**config.mk**
```make
export PLATFORM = sky130hd
export DESIGN_NAME = approx_mult_pipe_flat
export DESIGN_NICKNAME = d
export VERILOG_FILES = /design/src/rtl/approx_mult_pipe_if.sv /design/src/rtl/approx_mult_pipe.sv /design/src/flat_wrapper.sv
export SDC_FILE = /design/constraint.sdc
export NUM_CORES = 1
export LEC_CHECK = 0
export BUFFER_PORTS_ARGS = -buffer_cell sky130_fd_sc_hd__buf_2
export CORE_ASPECT_RATIO = 0.5
export CORE_UTILIZATION = 30
export CTS_BUF_LIST = sky130_fd_sc_hd__clkbuf_4
export DETAILED_ROUTE_END_ITERATION = 10
export GPL_TIMING_DRIVEN = 0
export PLACE_DENSITY_LB_ADDON = 0.08
export SYNTH_ARGS = -nofsm -noshare
export SYNTH_HDL_FRONTEND = slang
export SYNTH_SLANG_ARGS = --single-unit
```
**constraint.sdc**
```tcl
create_clock -name clk -period 2.8 [get_ports clk]
set_input_delay 0.14 -clock clk [delete_from_list [all_inputs] [get_ports clk]]
set_output_delay 0.14 -clock clk [all_outputs]
set_load 0.02 [all_outputs]
```
**src/rtl/approx_mult_pipe_if.sv**
```systemverilog
// Handshake/data bundle for approx_mult_pipe: operand side (in_*), result side (out_*),
// and the approximate-result counter controls.
interface approx_mult_pipe_if #(
    parameter int W  = 8,
    parameter int CW = 16
);
    logic            in_valid;
    logic            in_ready;
    logic [W-1:0]    x;
    logic [W-1:0]    y;
    logic            mode;
    logic            out_valid;
    logic            out_ready;
    logic [2*W-1:0]  z;
    logic            z_mode;
    logic            cnt_clr;
    logic [CW-1:0]   approx_cnt;

    modport master (
        output in_valid, x, y, mode, out_ready, cnt_clr,
        input  in_ready, out_valid, z, z_mode, approx_cnt
    );

    modport slave (
        input  in_valid, x, y, mode, out_ready, cnt_clr,
        output in_ready, out_valid, z, z_mode, approx_cnt
    );
endinterface

```
**src/rtl/approx_mult_pipe.sv**
```systemverilog
// Two-stage unsigned multiplier with an exact mode and an approximate mode where the low
// L multiplier rows are OR-compressed per column (columns below T dropped).
module approx_mult_pipe #(
    parameter int W  = 8,
    parameter int L  = 2,
    parameter int T  = 5,
    parameter int CW = 16
) (
    input  logic              clk,
    input  logic              rst_n,
    approx_mult_pipe_if.slave bus
);
    localparam int HW = 2 * W - L;  // y * x[W-1:L]
    localparam int LW = W + L;      // y * x[L-1:0]
    localparam int AW = W + L - 1;  // OR-compressed columns 0..W+L-2

    logic [W-L-1:0] x_hi;
    logic [L-1:0]   x_lo;
    logic [HW-1:0]  hi_prod;
    logic [LW-1:0]  lo_exact;
    logic [AW-1:0]  lo_approx;
    logic [LW-1:0]  lo_sel;

    logic           s1_valid_q, s1_valid_d;
    logic           s1_mode_q, s1_mode_d;
    logic [HW-1:0]  s1_hi_q, s1_hi_d;
    logic [LW-1:0]  s1_lo_q, s1_lo_d;
    logic           s2_valid_q, s2_valid_d;
    logic [2*W-1:0] z_q, z_d;
    logic           z_mode_q, z_mode_d;
    logic [CW-1:0]  cnt_q, cnt_d;

    logic           s1_load;
    logic           s2_load;
    logic           accept;
    logic           deliver;

    assign x_hi = bus.x[W-1:L];
    assign x_lo = bus.x[L-1:0];

    // Both modes share the high rows; only the low-row contribution differs, so the
    // final add in stage 2 serves exact and approximate results alike.
    assign hi_prod  = {{(HW-W){1'b0}}, bus.y} * {{W{1'b0}}, x_hi};
    assign lo_exact = {{L{1'b0}}, bus.y} * {{W{1'b0}}, x_lo};

    for (genvar gc = 0; gc < AW; gc++) begin : g_col
        if (gc >= T) begin : g_keep
            logic [L-1:0] terms;
            for (genvar gi = 0; gi < L; gi++) begin : g_row
                if (gc - gi >= 0 && gc - gi < W) begin : g_pp
                    assign terms[gi] = x_lo[gi] & bus.y[gc-gi];
                end else begin : g_none
                    assign terms[gi] = 1'b0;
                end
            end
            assign lo_approx[gc] = |terms;
        end else begin : g_drop
            assign lo_approx[gc] = 1'b0;
        end
    end

    assign lo_sel = bus.mode ? {1'b0, lo_approx} : lo_exact;

    assign s2_load = !s2_valid_q || bus.out_ready;
    assign s1_load = !s1_valid_q || s2_load;
    assign accept  = bus.in_valid && s1_load;
    assign deliver = s2_valid_q && bus.out_ready;

    always_comb begin
        s1_valid_d = s1_load ? bus.in_valid : s1_valid_q;
        s1_mode_d  = s1_mode_q;
        s1_hi_d    = s1_hi_q;
        s1_lo_d    = s1_lo_q;
        if (accept) begin
            s1_mode_d = bus.mode;
            s1_hi_d   = hi_prod;
            s1_lo_d   = lo_sel;
        end

        s2_valid_d = s2_load ? s1_valid_q : s2_valid_q;
        z_d        = z_q;
        z_mode_d   = z_mode_q;
        if (s2_load && s1_valid_q) begin
            z_d      = {s1_hi_q, {L{1'b0}}} + {{(W-L){1'b0}}, s1_lo_q};
            z_mode_d = s1_mode_q;
        end

        // Clear beats a coincident increment; the count sticks at all-ones.
        cnt_d = cnt_q;
        if (bus.cnt_clr) begin
            cnt_d = '0;
        end else if (deliver && z_mode_q && (cnt_q != {CW{1'b1}})) begin
            cnt_d = cnt_q + CW'(1);
        end
    end

    always_ff @(posedge clk or negedge rst_n) begin
        if (!rst_n) begin
            s1_valid_q <= 1'b0;
            s1_mode_q  <= 1'b0;
            s1_hi_q    <= '0;
            s1_lo_q    <= '0;
            s2_valid_q <= 1'b0;
            z_q        <= '0;
            z_mode_q   <= 1'b0;
            cnt_q      <= '0;
        end else begin
            s1_valid_q <= s1_valid_d;
            s1_mode_q  <= s1_mode_d;
            s1_hi_q    <= s1_hi_d;
            s1_lo_q    <= s1_lo_d;
            s2_valid_q <= s2_valid_d;
            z_q        <= z_d;
            z_mode_q   <= z_mode_d;
            cnt_q      <= cnt_d;
        end
    end

    assign bus.in_ready   = s1_load;
    assign bus.out_valid  = s2_valid_q;
    assign bus.z          = z_q;
    assign bus.z_mode     = z_mode_q;
    assign bus.approx_cnt = cnt_q;
endmodule

```
**src/flat_wrapper.sv**
```systemverilog
// flat-port wrapper written by rule: the top's interface ports become plain ports
module approx_mult_pipe_flat 
#(
    parameter int W  = 8,
    parameter int L  = 2,
    parameter int T  = 5,
    parameter int CW = 16
)
  (clk, rst_n, bus_in_valid, bus_x, bus_y, bus_mode, bus_out_ready, bus_cnt_clr, bus_in_ready, bus_out_valid, bus_z, bus_z_mode, bus_approx_cnt);
  approx_mult_pipe_if #(.W(W), .CW(CW)) bus_i ();
  input  logic clk;
  input  logic rst_n;
  input wire logic [$bits(bus_i.in_valid)-1:0] bus_in_valid;
  input wire logic [$bits(bus_i.x)-1:0] bus_x;
  input wire logic [$bits(bus_i.y)-1:0] bus_y;
  input wire logic [$bits(bus_i.mode)-1:0] bus_mode;
  input wire logic [$bits(bus_i.out_ready)-1:0] bus_out_ready;
  input wire logic [$bits(bus_i.cnt_clr)-1:0] bus_cnt_clr;
  output wire logic [$bits(bus_i.in_ready)-1:0] bus_in_ready;
  output wire logic [$bits(bus_i.out_valid)-1:0] bus_out_valid;
  output wire logic [$bits(bus_i.z)-1:0] bus_z;
  output wire logic [$bits(bus_i.z_mode)-1:0] bus_z_mode;
  output wire logic [$bits(bus_i.approx_cnt)-1:0] bus_approx_cnt;
  assign bus_i.in_valid = bus_in_valid;
  assign bus_i.x = bus_x;
  assign bus_i.y = bus_y;
  assign bus_i.mode = bus_mode;
  assign bus_i.out_ready = bus_out_ready;
  assign bus_i.cnt_clr = bus_cnt_clr;
  assign bus_in_ready = bus_i.in_ready;
  assign bus_out_valid = bus_i.out_valid;
  assign bus_z = bus_i.z;
  assign bus_z_mode = bus_i.z_mode;
  assign bus_approx_cnt = bus_i.approx_cnt;
  approx_mult_pipe #(.W(W), .L(L), .T(T), .CW(CW)) u_core (.clk(clk), .rst_n(rst_n), .bus(bus_i));
endmodule
```
==> metrics.md <==
| Metric | Value |
|---|---|
| Status | `finished, violations left` |
| Failing checks | `setup timing` |
| Core area | `0.0158 sq mm` |
| WS Path Type | `in2reg` |
| DRC Markers | `0` |
| Syn Nets | `647` |
| Cells after Synth | `557` |
| Worst skew pair latency | `0.40 ns` |
| Die Ht | `93.0 um` |
| Vias in the first global route | `3966` |
| First-pass GRT wire length | `20.8 mm` |
| Setup WS post-layout | `-0.0448 ns` |
| H-Tree Depth | `3` |
| Clk_skew | `0.0134 ns` |
| Fmax | `0.352 GHz` |
| Leak | `2.89 nW` |
| Pwr/cell area | `606 mW/mm^2` |
| Crit Path Max Fanout | `8` |
| Crit path time final | `2.84 ns` |
| Pins Over Slew Limit | `0` |
| Min-Delay Path Depth | `3` |
| Syn. warnings | `0` |
| Setup_tns | `-0.0448 ns` |
| Synth cell types | `57` |
| Max cap viols | `0` |
| Reg2reg start | `u_core.s1_lo_q[2]` |
| Worst VDD drop | `0.000192 V` |
| Largest net degree at the start of global routing | `61` |
| FF-to-FF setup slack | `0.51 ns` |
| Die Wd | `184 um` |
| CTS tree | `yes` |
| Cell with the most instances after synthesis | `nand2_1` |
| Worst Path Required | `3.10 ns` |
| Site row count | `32` |
| Clock-pin transition on the worst setup and hold timing paths | `0.11 ns` |
| Root Buffer | `clkbuf_4` |
| Synth top area share | `30.2%` |
| RSZ-0062 raised after global routing | `yes` |
| Yosys reg bits | `60` |
| Grt ovf | `0` |
| Worst hold path class | `in2reg` |
| PortBufs | `53` |
| CP Launch Type | `input pin` |
| Pre-CTS setup slack | `-0.731 ns` |
| Vias/cell | `4.67` |
| Fin crit share | `102%` |
| Starting DRT DRC Count | `148` |
| Clk buf depth | `2` |
| Die Area | `0.0171 sq mm` |
| Vias | `3993` |
| Slew HR | `47.3%` |
| Clock Sinks | `60` |
| Endpoints failing hold | `0` |
| RD Place Congestion | `0.795` |
| Launch point of the worst path | `bus_y[2]` |
| Wirelength, routed | `12.3 mm` |
| Initial antenna violation count | `0` |
| Share of cells above drive strength 1 | `19.9%` |
| Final setup fails | `1` |
| Synth Cell Area | `0.00497 sq mm` |
| Hpwl dp | `9.66 mm` |
| Total track usage | `15.5%` |
| Async set or reset register ratio after synthesis | `100%` |
| Starting Density | `31.5%` |
| Crit path to | `u_core.s1_hi_q[11]` |
| Synth cell count leaders | `85 x nand2_1, 60 x dfrtp_1, 49 x inv_1, 47 x and2_1, 41 x ha_1` |
| Number of enable flip-flop cells after synthesis | `0` |
| Top FF cell, synth | `dfrtp_1` |
| Area grow syn2layout | `21.7%` |
| Hold Startpoint | `bus_x[0]` |
| CTS Buf Count | `9` |
| End of the worst register-to-register path | `u_core.bus.z[12]` |
| Fin nets | `720` |
| Dominant cell type by area after synthesis | `dfrtp_1` |
| Setup crit end kind | `register` |
| FF-to-FF path depth | `8` |
| ANT nets after route | `0` |
| Worst-margin pin slew | `0.791 ns` |
| Post-synthesis sequential area ratio | `30.2%` |
| Fillcell total | `1644` |
| Synth area leaders | `dfrtp_1 30%, fa_1 11%, ha_1 10%` |
| I/O pin count | `57` |
| Syn_area_per_cell | `8.92 sq um` |
| WP data arrival | `3.15 ns` |
| Drt wl/cell | `14.3 um` |
| DRT Pass-1 Iters | `4` |
| Ant. Diodes | `0` |
worst max-delay path: stages:
cell and delay (ns):
buf_4 0.14, and2_1 0.17, fa_1 0.49, fa_1 0.49, inv_1 0.05, fa_1 0.49
inv_2 0.05, ha_4 0.30, nand3_2 0.10, a21oi_4 0.16, nor3_4 0.07, o2111a_1 0.24
a221o_1 0.25
metrics by stage:
| stage | cell area [sq um] | hold slack, ns | util, % | power [mW] | std cells |
|---|---|---|---|---|---|
| after floorplan | 5050 | -0.156 | - | 2.33 | 557 |
| after global placement | 5590 | 0.393 | 35.4 | 2.80 | 831 |
| after detailed placement | 5590 | 0.287 | 35.4 | 2.80 | 831 |
| after CTS | 5910 | 0.0111 | 37.5 | 3.63 | 852 |
| after global routing | 6050 | 0.00811 | 38.3 | 4.00 | 855 |
| final | 6050 | 0.0541 | 38.3 | 3.67 | 855 |
logic make-up after synthesis:
family / after synthesis / synth area share [%]
and+or+nand+nor: 236 / 25.5
muxes: 4 / 0.806
DFF: 60 / 30.2
xor gates and xnor gates: 25 / 4.41
adders and majority gates: 68 / 21.2
buffers and inverters: 65 / 5.14
AOI/OAI and AO/OA: 99 / 12.7
area by class of cell:
type                       instances  area (sq um)  share of cell area [%]
buffer                            16          71.3                    1.18
clock buffer                       9          67.6                    1.12
clock inverter                     6          80.1                    1.32
sequential                        60          1500                    24.8
inverter                          49           184                    3.04
timing repair buffer              62           434                    7.18
tap                              221           277                    4.57
multi-input combinational        432          3430                    56.8
where the power goes:
part           leakage (nW)  switching [mW]  total (mW)  internal (mW)
clock                0.0769           0.328       0.678          0.350
combinational          2.04            1.03        1.79          0.757
sequential            0.774           0.144        1.20           1.05
total                  2.89            1.51        3.67           2.16
worst min-delay path by stage:
| stage | endpoint | slack [ns] |
|---|---|---|
| after floorplan | u_core.bus.approx_cnt[0] | -0.16 |
| after global placement | u_core.s1_valid_q | 0.39 |
| after detailed placement | u_core.bus.approx_cnt[2] | 0.29 |
| after CTS | u_core.s1_lo_q[0] | 0.01 |
| after global routing | u_core.s1_lo_q[0] | 0.008 |
| final | u_core.s1_lo_q[0] | 0.05 |
layer usage:
layer | wire length [um] | vias up | GRT usage [%]
met3 | 445 | 8 | 3.00
li1 | - | 2055 | -
met4 | 113 | 0 | 2.99
met5 | 0 | - | 0
met2 | 5080 | 65 | 23.3
met1 | 6620 | 1865 | 22.9
sequential cells by signal (all words and copies together) (netlist names):
| name | cells |
|---|---|
| u_core.s1_lo_q | 10 |
| u_core.bus.out_valid | 1 |
| u_core.bus.z_mode | 1 |
| u_core.bus.approx_cnt | 16 |
| u_core.s1_mode_q | 1 |
| u_core.bus.z | 16 |
| u_core.s1_valid_q | 1 |
| u_core.s1_hi_q | 14 |
placed cells by master (no fill, tap or decap), types with 4 or more instances in the layout:
cell type,instances
and2_1,38
o31ai_1,4
o21ai_0,25
nand2b_1,8
and2_4,9
inv_1,43
a21o_1,5
nand2_1,84
nor3_1,11
o211ai_1,5
clkbuf_4,11
buf_2,38
ha_4,4
a211oi_1,6
buf_4,12
ha_1,35
xnor2_1,8
mux2i_1,4
xor2_1,17
and3_1,8
nor2_1,25
fa_1,25
clkbuf_1,13
buf_6,6
dfrtp_1,60
nand3_1,10
a21oi_1,15
a21oi_4,4
inv_2,6
a31oi_1,5
o21ai_1,8
repair_timing:
action,4_1_cts,5_1_grt
buffers inserted,3,3
pin swaps,8,16
hold buffers,3,0
setup endpoints to repair,5,6
endpoints found under the hold margin,62,0
gates resized for setup,33,37
Note: power is estimated with default switching activity, not from simulation.
